==> config.mk <==
export PLATFORM = sky130hd
export DESIGN_NAME = hazard_ctrl
export DESIGN_NICKNAME = d
export VERILOG_FILES = /design/src/rtl/hazard_ctrl.sv
export SDC_FILE = /design/constraint.sdc
export NUM_CORES = 1
export LEC_CHECK = 0
export BUFFER_PORTS_ARGS = -buffer_cell sky130_fd_sc_hd__clkbuf_2
export CAP_MARGIN = 20
export CORE_ASPECT_RATIO = 0.8
export CORE_MARGIN = 8
export CORE_UTILIZATION = 43
export DETAILED_ROUTE_END_ITERATION = 16
export PLACE_DENSITY = 0.79
export SYNTH_ARGS = -nofsm -noshare
export SYNTH_HDL_FRONTEND = slang
export SYNTH_SLANG_ARGS = --single-unit
export TNS_END_PERCENT = 50
==> constraint.sdc <==
create_clock -name clk -period 2.2 [get_ports clk]
set_clock_uncertainty 0.1 [all_clocks]
set_input_delay 0.11 -clock clk [delete_from_list [all_inputs] [get_ports clk]]
set_output_delay 0.11 -clock clk [all_outputs]
set_load 0.01 [all_outputs]
==> src/rtl/hazard_ctrl.sv <==
// Pipeline hazard controller: load-use stalls, branch squash, data-memory freeze with watchdog.
// Define HAZARD_PERF_CNT_EN to build the saturating stall-cycle counter behind stall_cnt.
module hazard_ctrl #(
  parameter int unsigned REG_ADDR_W  = 4,
  parameter int unsigned MEM_TIMEOUT = 16,
  parameter int unsigned CNT_W       = 16
) (
  input  logic                  clk,
  input  logic                  rst_n,
  input  logic [REG_ADDR_W-1:0] ifid_rs,
  input  logic [REG_ADDR_W-1:0] ifid_rt,
  input  logic [REG_ADDR_W-1:0] idex_rd,
  input  logic                  idex_memread,
  input  logic                  branch_taken,
  input  logic                  mem_req,
  input  logic                  mem_ack,
  output logic                  pc_en,
  output logic                  ifid_en,
  output logic                  idex_en,
  output logic                  exmem_en,
  output logic                  ifid_flush,
  output logic                  idex_bubble,
  output logic                  memwb_bubble,
  output logic                  mem_timeout,
  output logic [CNT_W-1:0]      stall_cnt
);

  localparam int unsigned WAIT_W = $clog2(MEM_TIMEOUT + 1);

  typedef enum logic [1:0] {INIT, RUN, MEM_WAIT, ERR} state_t;

  state_t              r_state;
  logic [WAIT_W-1:0]   r_wait_cnt;
  logic                r_mem_timeout;
  logic                w_freeze;
  logic                w_load_use;

  assign w_freeze   = (r_state == RUN || r_state == MEM_WAIT) && mem_req && !mem_ack;
  assign w_load_use = idex_memread && (idex_rd != '0) &&
                      ((idex_rd == ifid_rs) || (idex_rd == ifid_rt));

  // State, wait counter and sticky watchdog flag
  always_ff @(posedge clk or negedge rst_n) begin
    if (!rst_n) begin
      r_state       <= INIT;
      r_wait_cnt    <= '0;
      r_mem_timeout <= 1'b0;
    end else begin
      case (r_state)
        INIT: r_state <= RUN;
        RUN: begin
          if (w_freeze) begin
            if (MEM_TIMEOUT <= 1) begin
              r_state       <= ERR;
              r_mem_timeout <= 1'b1;
            end else begin
              r_state <= MEM_WAIT;
            end
            r_wait_cnt <= WAIT_W'(1);
          end
        end
        MEM_WAIT: begin
          if (w_freeze) begin
            // The increment that would reach MEM_TIMEOUT trips the watchdog instead
            if (r_wait_cnt >= WAIT_W'(MEM_TIMEOUT - 1)) begin
              r_state       <= ERR;
              r_mem_timeout <= 1'b1;
            end
            r_wait_cnt <= r_wait_cnt + WAIT_W'(1);
          end else begin
            r_state    <= RUN;
            r_wait_cnt <= '0;
          end
        end
        default: r_state <= ERR;
      endcase
    end
  end

  assign mem_timeout = r_mem_timeout;

  // Stage enables and squash controls: ERR > freeze > branch > load-use > normal
  always_comb begin
    pc_en        = 1'b0;
    ifid_en      = 1'b0;
    idex_en      = 1'b0;
    exmem_en     = 1'b0;
    ifid_flush   = 1'b0;
    idex_bubble  = 1'b0;
    memwb_bubble = 1'b0;
    case (r_state)
      INIT: ;
      ERR:  memwb_bubble = 1'b1;
      default: begin
        if (w_freeze) begin
          memwb_bubble = 1'b1;
        end else if (branch_taken) begin
          pc_en       = 1'b1;
          ifid_en     = 1'b1;
          idex_en     = 1'b1;
          exmem_en    = 1'b1;
          ifid_flush  = 1'b1;
          idex_bubble = 1'b1;
        end else if (w_load_use) begin
          idex_en     = 1'b1;
          exmem_en    = 1'b1;
          idex_bubble = 1'b1;
        end else begin
          pc_en    = 1'b1;
          ifid_en  = 1'b1;
          idex_en  = 1'b1;
          exmem_en = 1'b1;
        end
      end
    endcase
  end

`ifdef HAZARD_PERF_CNT_EN
  logic [CNT_W-1:0] r_stall_cnt;

  // Saturating count of cycles with the PC held, ignoring the post-reset INIT cycle
  always_ff @(posedge clk or negedge rst_n) begin
    if (!rst_n) begin
      r_stall_cnt <= '0;
    end else if (r_state != INIT && !pc_en && r_stall_cnt != '1) begin
      r_stall_cnt <= r_stall_cnt + CNT_W'(1);
    end
  end

  assign stall_cnt = r_stall_cnt;
`else
  assign stall_cnt = '0;
`endif

endmodule

# Word-level counts from Yosys, hierarchy flattened
# Index checks and enable logic that the tools add are counted.
# W data, S select, Z words.
# totals
ff_bits,8
inputBits,18
out_inout_bits,24
word_cells,48
# classes
add_sub_neg,1
n_lt_le_gt_ge,1
n_eq_ne,7
muxes,22
reduce_logical,14
# ops
operator,n
$mux W1,14
$mux W5,2
$pmux W5 S2,1
$eq A4 B4 Y1,2
$mux W2,3
$pmux W2 S3,1
$add A5 B1 Y5 const B,1
$ge A5 B4 Y1 const B,1
$eq A2 B2 Y1 const B,2
$logic_and A1 B1 Y1,4
$reduce_and A2 Y1,2
$reduce_bool A4 Y1,1
$ne A3 B2 Y1 const B,1
$reduce_and A3 Y1,1
$eq A2 B1 Y1 const B,1
$logic_not A2 Y1,1
$logic_or A1 B1 Y1,2
$ne A2 B2 Y1 const B,1
$pmux W1 S2,1
$reduce_bool A2 Y1,1
$reduce_or A2 Y1,1
$logic_not A1 Y1,1

# Depth between registers and ports, before layout
# Gate-level depths: netlist of run 1.
# logic_depth
depth_word,7
ltp_mapped,7
mapped_depth_nobuf,7

# Worst setup path after synthesis of run 1
# OpenSTA, ideal clock, no wires.
# synth_timing
path_type,register to output
start,reg r_state[0]
end,out idex_bubble
arrival_ns,1.639
required_ns,1.990
setup_slack_ns,0.351
path_stages_with_launch,6
n_path_buf,0
cell_sequence,dfrtp_1 > inv_1 > ha_1 > a21oi_1 > inv_1 > o31ai_1
# synth_via
elab_chain_len,6
elab_cells_between_ends,10
cone_classes,eq/ne (3); mux (2); reduce/logical (5)
# synth_rtl
item,line_no,source
from (decl),32,state_t r_state;
from (signal assigned),45,r_state <= INIT;
from (signal assigned),50,INIT: r_state <= RUN;
from (signal assigned),54,r_state <= ERR;
$eq A2 B1 Y1 or $eq A2 B2 Y1 (tied branches),38,assign w_freeze = (r_state == RUN || r_state == MEM_WAIT) && mem_req && !mem_ack;
$logic_or A1 B1 Y1,38,
$logic_and A1 B1 Y1 (2 in series),38,
$mux W1,95,if (w_freeze) begin
$mux W1 *,91,case (r_state)
to (decl),22,"output logic idex_bubble,"
# Every way passes the cells marked *; elsewhere a longest branch is shown, timed or not.

# Final worst setup path of run 1
# layout_timing
start,reg r_state[0]
end,out memwb_bubble
# layout_via
elab_chain_len,6
elab_cells_between_ends,9
cone_classes,eq/ne (3); mux (2); reduce/logical (4)
# layout_rtl
item,line_no,source
$eq A2 B1 Y1 or $eq A2 B2 Y1 (tied branches),38,
$logic_or A1 B1 Y1,38,
$logic_and A1 B1 Y1 (2 in series),38,
$mux W1,95,
$pmux W1 S2 *,91,
to (decl),23,"output logic memwb_bubble,"
# Marks and branches as above.

==> flow_metrics.py, run 1 <==
metrics = {
    "routing": {
        "routed-via-count": 626,
        "post_drt_wl_per_cell_um": 12.0,
        "drc": 0,
        "final_antenna_net_count": 0,
        "vias_per_cell": 4.74,
        "drtIter0Drc": 6,
        "firstDrtPassIters": 4,
        "finalWirelength_um": 1590,
    },
    "pwr": {
        "combPwrFrac_pct": 62.1,
        "p_leak_nw": 0.487,
        "p_sw_share_pct": 45.1,
        "clockPowerShare_pct": 12.9,
        "internal-power_w": 0.000482,
        "pwr-share-seq_pct": 25.0,
        "pwr_density_cell_mw_per_mm2": 1030,
        "ir_worst_vdd_mv": 0.676,
        "p_sw_w": 0.000396,
    },
    "final_layout": {
        "layout.nets": 136,
        "syn2layout_area_growth_pct": 15.4,
        "antennaDiodeCount": 0,
        "drive_gt1_share_pct": 28.2,
        "utilization_pct": 52.4,
        "fill_cells": 164,
    },
    "synth": {
        "synth_edf_count": 0,
        "synth_area_sq_um": 738,
        "ys_ff_latch": 8,
        "synthMostInstantiatedCell": "buf_4",
        "synth_top_area_cell": "dfrtp_1",
        "synthCells": 83,
        "synth_area_per_cell_sq_um": 8.89,
        "synth_seq_area_share_pct": 27.1,
        "synth-main-ff-cell": "dfrtp_1",
        "synthTopCellsByCount": "18 x buf_4, 8 x dfrtp_1, 7 x nand2_1, 6 x ha_1, 6 x inv_1",
        "ys_warn_count": 0,
        "yosys-top-cells-area": "dfrtp_1 27%, buf_4 18%, ha_1 10%",
        "yosys.area.top_type_share_pct": 27.1,
        "yosys.cell_types.count": 30,
        "ys_async_sr_fraction_pct": 100,
    },
    "placement": {
        "place_hpwl_um": 1380,
        "place_congestion": 0.796,
        "portBuffers": 25,
    },
    "timing": {
        "hold_viol_final": 0,
        "final_max_slew_viol_count": 0,
        "setup_viol": 0,
        "setup_tns_ns": 0,
        "max_freq_mhz": 517,
        "fin_crit_sh_pct": 87.8,
        "fin_crit_ns": 1.93,
        "rsz0062_at_grt": "no",
    },
    "worst_setup_path": {
        "cp.required_ns": 1.99,
        "r2r_end": "r_state[1]",
        "r2r_setup_slack_ns": 0.28,
        "startpoint_type": "flop",
        "path_class": "flop to output port",
        "r2r_start": "r_state[0]",
        "cp_data_arrival_time_ns": 1.72,
        "worst-r2r-cell-count": 6,
        "cp_max_fo": 5,
        "end_kind": "output port",
    },
    "global_route": {
        "globalRoute.totalOverflow": 0,
        "grt_use_total_pct": 9.25,
        "grt_max_degree": 9,
        "grt_pass1_vias": 573,
        "antenna_found_initial": 0,
        "grt_first_pass_wirelength_um": 2480,
    },
    "die": {
        "start_util_pct": 45.4,
        "die_w_um": 62.3,
        "core_area_sq_mm": 0.00163,
        "pin_count": 42,
        "die_h_um": 53.1,
        "fp-row-count": 13,
        "dieArea_sq_mm": 0.00331,
    },
    "clocking": {
        "clock_latency_ns": 0.26,
        "clkSinkCount": 8,
        "cts_resized": 0,
        "cts_tree": "built",
        "cts_root_buffer": "clkbuf_4",
        "cts_htree_levels": 1,
        "cts_buffers": 3,
        "cts_max_path_buffers": 2,
        "path_clk_slew_ns": 0.06,
        "post-cts-setup-buffers": 0,
    },
    "run_status": {
        "status": "complete, no violations",
    },
    "min_path": {
        "min_path_type": "primary input to async pin",
    },
    "run": {
        "maxCapViolCount": 0,
    },
}
-- power groups by stage --
stage / clock network [W] / registers [W] / logic, W
6_report: 0.000113 / 0.000220 / 0.000545
3_5_place_dp: 0 / 0.000222 / 0.000544
4_1_cts: 0.000117 / 0.000220 / 0.000548
2_1_floorplan: 0 / 0.000215 / 0.000417
5_1_grt: 0.000125 / 0.000225 / 0.000619
3_3_place_gp: 0 / 0.000220 / 0.000531
-- critical path, cell delays in order (launching register included) --
cell      delay (ns)
dfrtp_1         0.39
inv_1           0.07
ha_1            0.36
nor3b_1         0.35
nor2_1          0.08
nor2_1          0.09
clkbuf_2        0.14
-- what timing repair did --
action	CTS	global route
setup endpoints to repair	0	0
endpoints found under the hold margin	8	0
hold buffers	1	0
-- through the flow --
stage	total power (W)	area, sq um	hold slack [ns]	instances	worst slack (ns)
floorplan	0.000631	795	-0.286	98	0.351
global placement	0.000751	820	-0.133	128	0.325
detailed placement	0.000766	820	-0.129	128	0.304
CTS	0.000885	852	0.132	132	0.263
global route	0.000969	852	0.143	132	0.109
finish	0.000878	852	0.128	132	0.267
-- kinds of logic (layout without fill, tap and decap cells) --
group / Yosys count / after routing / share of synthesized area, %
XOR/XNOR: 9 / 9 / 10.7
other: 1 / 16 / 0.508
flip-flops: 8 / 8 / 27.1
multiplexers: 1 / 1 / 1.36
AO/OA/AOI/OAI: 16 / 16 / 16.1
buffers and inverters: 24 / 36 / 21.4
adder cells (fa/ha/maj): 6 / 6 / 10.2
AND/OR/NAND/NOR: 18 / 18 / 12.7
-- cells in the final DEF, fill, tap and decap left out, types with 2 or more instances in the layout --
master	netlist	routed
xnor2_1	4	4
xor2_1	5	5
inv_1	6	6
clkbuf_4	0	3
clkbuf_2	0	25
ha_1	6	6
a21o_1	3	3
conb_1	1	16
o21ai_0	2	2
nor3b_1	2	2
nand2_1	7	7
nor2_1	3	3
dfrtp_1	8	8
-- area by class of cell --
cell class	count	area, sq um	share of cell area (%)
inverter	6	22.5	2.64
clock buffer	3	22.5	2.64
sequential	8	200	23.5
timing repair buffer	27	143	16.7
multi-input combinational	66	437	51.2
tap	22	27.5	3.23
-- metal layers --
| layer | part of all wire [%] | GRT usage (%) |
|---|---|---|
| met1 | 43 | 10.6 |
| met2 | 44 | 12.9 |
| met3 | 12 | 6.95 |
| met4 | 0.69 | 3.40 |
| met5 | 0 | 0 |
-- flip-flops by register name, summed over array words and instances, names as in the netlist --
name,flops
mem_timeout,1
r_wait_cnt,5
r_state,2
-- how the worst max path moves through the flow --
| stage | cells past startpoint | slack (ns) | end | start |
|---|---|---|---|---|
| global route | 6 | 0.11 | idex_bubble | r_state[0] |
| finish | 6 | 0.27 | memwb_bubble | r_state[0] |
| floorplan | 5 | 0.35 | idex_bubble | r_state[0] |
| global placement | 5 | 0.33 | r_wait_cnt[1] | r_state[0] |
| detailed placement | 5 | 0.30 | r_wait_cnt[1] | r_state[0] |
| CTS | 7 | 0.26 | idex_bubble | r_state[0] |
(Power assumes the default switching activity.)
==> run 2: changes to the inputs <==
CTS_BUF_LIST = sky130_fd_sc_hd__clkbuf_16   (was default)
GPL_TIMING_DRIVEN = 0   (was default)
==> run 2 against run 1 <==
Net effect:
- combinational power up 8.4%
- setup slack worse by 0.052 ns
- clock power rose to 2.7 times the previous value
- power up 27%
- die area unchanged
- cell count up 13%
- wire length up 9.5%
- hold slack better by 0.047 ns
- sequential share of layout area down 4.2 points
- critical endpoint is now idex_bubble
==> flow_metrics.py, run 2 (synthesized netlist as in run 1, its figures left out) <==
metrics = {
    "run_status": {
        "status": "complete, no violations",
    },
    "clocking": {
        "cts_root_buffer": "clkbuf_16",
        "clock_latency_ns": 0.23,
        "cts_htree_levels": 1,
        "post-cts-setup-buffers": 0,
        "cts_max_path_buffers": 2,
        "clkSinkCount": 8,
        "cts_buffers": 3,
        "path_clk_slew_ns": 0.04,
        "cts_tree": "built",
    },
    "global_route": {
        "globalRoute.totalOverflow": 0,
        "grt_use_total_pct": 10.9,
        "grt_max_degree": 9,
        "grt_pass1_vias": 671,
        "antenna_found_initial": 0,
        "grt_first_pass_wirelength_um": 2860,
    },
    "timing": {
        "setup_viol": 0,
        "fin_crit_sh_pct": 90.2,
        "hold_viol_final": 0,
        "final_max_slew_viol_count": 0,
        "max_freq_mhz": 504,
        "rsz0062_at_grt": "no",
        "fin_ws_ns": 0.216,
        "setup_tns_ns": 0,
        "fin_crit_ns": 1.98,
    },
    "routing": {
        "drtIter0Drc": 4,
        "drc": 0,
        "post_drt_wl_per_cell_um": 11.7,
        "vias_per_cell": 4.34,
        "met1_length_um": 742,
        "met3_wirelength_um": 182,
        "dr_wl_met2_um": 795,
        "firstDrtPassIters": 2,
        "routed-via-count": 646,
        "finalWirelength_um": 1740,
        "top_layer": "met4",
        "final_antenna_net_count": 0,
    },
    "placement": {
        "place_hpwl_um": 1520,
        "portBuffers": 25,
        "place_congestion": 0.840,
        "dpl_worst_slack_ns": 0.260,
        "placedCellCount": 145,
    },
    "final_layout": {
        "fin_cells": 149,
        "antennaDiodeCount": 0,
        "largest_reg_flops": 5,
        "syn2layout_area_growth_pct": 40.3,
        "layout.cells.most_common": "clkbuf_2",
        "drive_gt1_share_pct": 38.6,
        "final_cell_mix": "25 x clkbuf_2, 18 x buf_4, 16 x conb_1, 8 x dfrtp_1, 7 x nand2_1",
        "fill_cells": 160,
        "regMostFlops": "r_wait_cnt",
        "layout.nets": 153,
    },
    "worst_setup_path": {
        "worst-r2r-cell-count": 5,
        "r2r_start": "r_state[0]",
        "r2r_setup_slack_ns": 0.24,
        "r2r_end": "r_state[0]",
        "cp.required_ns": 1.99,
        "path_class": "flop to output port",
        "cp_data_arrival_time_ns": 1.77,
        "startpoint_type": "flop",
        "cp_max_fo": 6,
        "end_kind": "output port",
    },
    "die": {
        "start_util_pct": 45.4,
        "die_w_um": 62.3,
        "fp-row-count": 13,
        "core_area_sq_mm": 0.00163,
        "dieArea_sq_mm": 0.00331,
        "die_h_um": 53.1,
        "pin_count": 42,
    },
    "pwr": {
        "p_leak_nw": 0.603,
        "pwr_density_cell_mw_per_mm2": 1070,
        "ir_worst_vdd_mv": 0.785,
    },
    "run": {
        "maxCapViolCount": 0,
    },
    "min_path": {
        "min_path_type": "primary input to async pin",
    },
}
-- run 2: per-stage QoR --
stage	total power (W)	instance area [sq um]	hold slack (ns)	utilization, %
finish	0.00111	1040	0.174	63.7
global route	0.00121	1040	0.203	63.7
CTS	0.00112	1030	0.165	63.5
floorplan	0.000631	795	-0.286	-
global placement	0.000791	947	-0.142	58.2
detailed placement	0.000813	947	-0.137	58.2
-- run 2: layout make-up --
cell class	instances	area [sq um]	area share, %
Buffer	18	135	13.0
Clock buffer	3	75.1	7.25
Inverter	6	22.5	2.17
Multi-Input combinational cell	66	440	42.5
Sequential cell	8	200	19.3
Tap cell	22	27.5	2.66
Timing Repair Buffer	26	135	13.0
-- run 2: worst max path at each step --
stage	startpoint	endpoint
finish	r_state[0]	idex_bubble
floorplan	r_state[0]	idex_bubble
detailed placement	r_state[0]	r_state[1]
global placement	r_state[0]	r_state[1]
global route	r_state[0]	r_state[0]
CTS	r_state[0]	idex_bubble
-- run 2: critical path, stage by stage, from the launching register on --
cell      delay [ns]
dfrtp_1         0.39
inv_1           0.08
ha_1            0.38
a21oi_2         0.24
inv_1           0.07
o31ai_1         0.23
clkbuf_2        0.17
-- run 2: layer usage --
metal / track usage [%] / up-vias
li1: - / 340
met1: 12.2 / 275
met2: 17.5 / 28
met3: 5.47 / 3
met4: 4.53 / 0
met5: 0 / -
-- run 2: repair_timing --
item,CTS,global route
resized for setup,0,1
hold buffers,1,0
endpoints found under the setup margin,0,2
endpoints found under the hold margin,8,0
-- run 2: power by group --
part           switching (W)  total, W  internal [W]  leakage, nW
logic               0.000318  0.000591      0.000273        0.462
registers          0.0000369  0.000221      0.000184        0.104
clock network      0.0000672  0.000301      0.000234       0.0370
total               0.000423   0.00111      0.000691        0.603
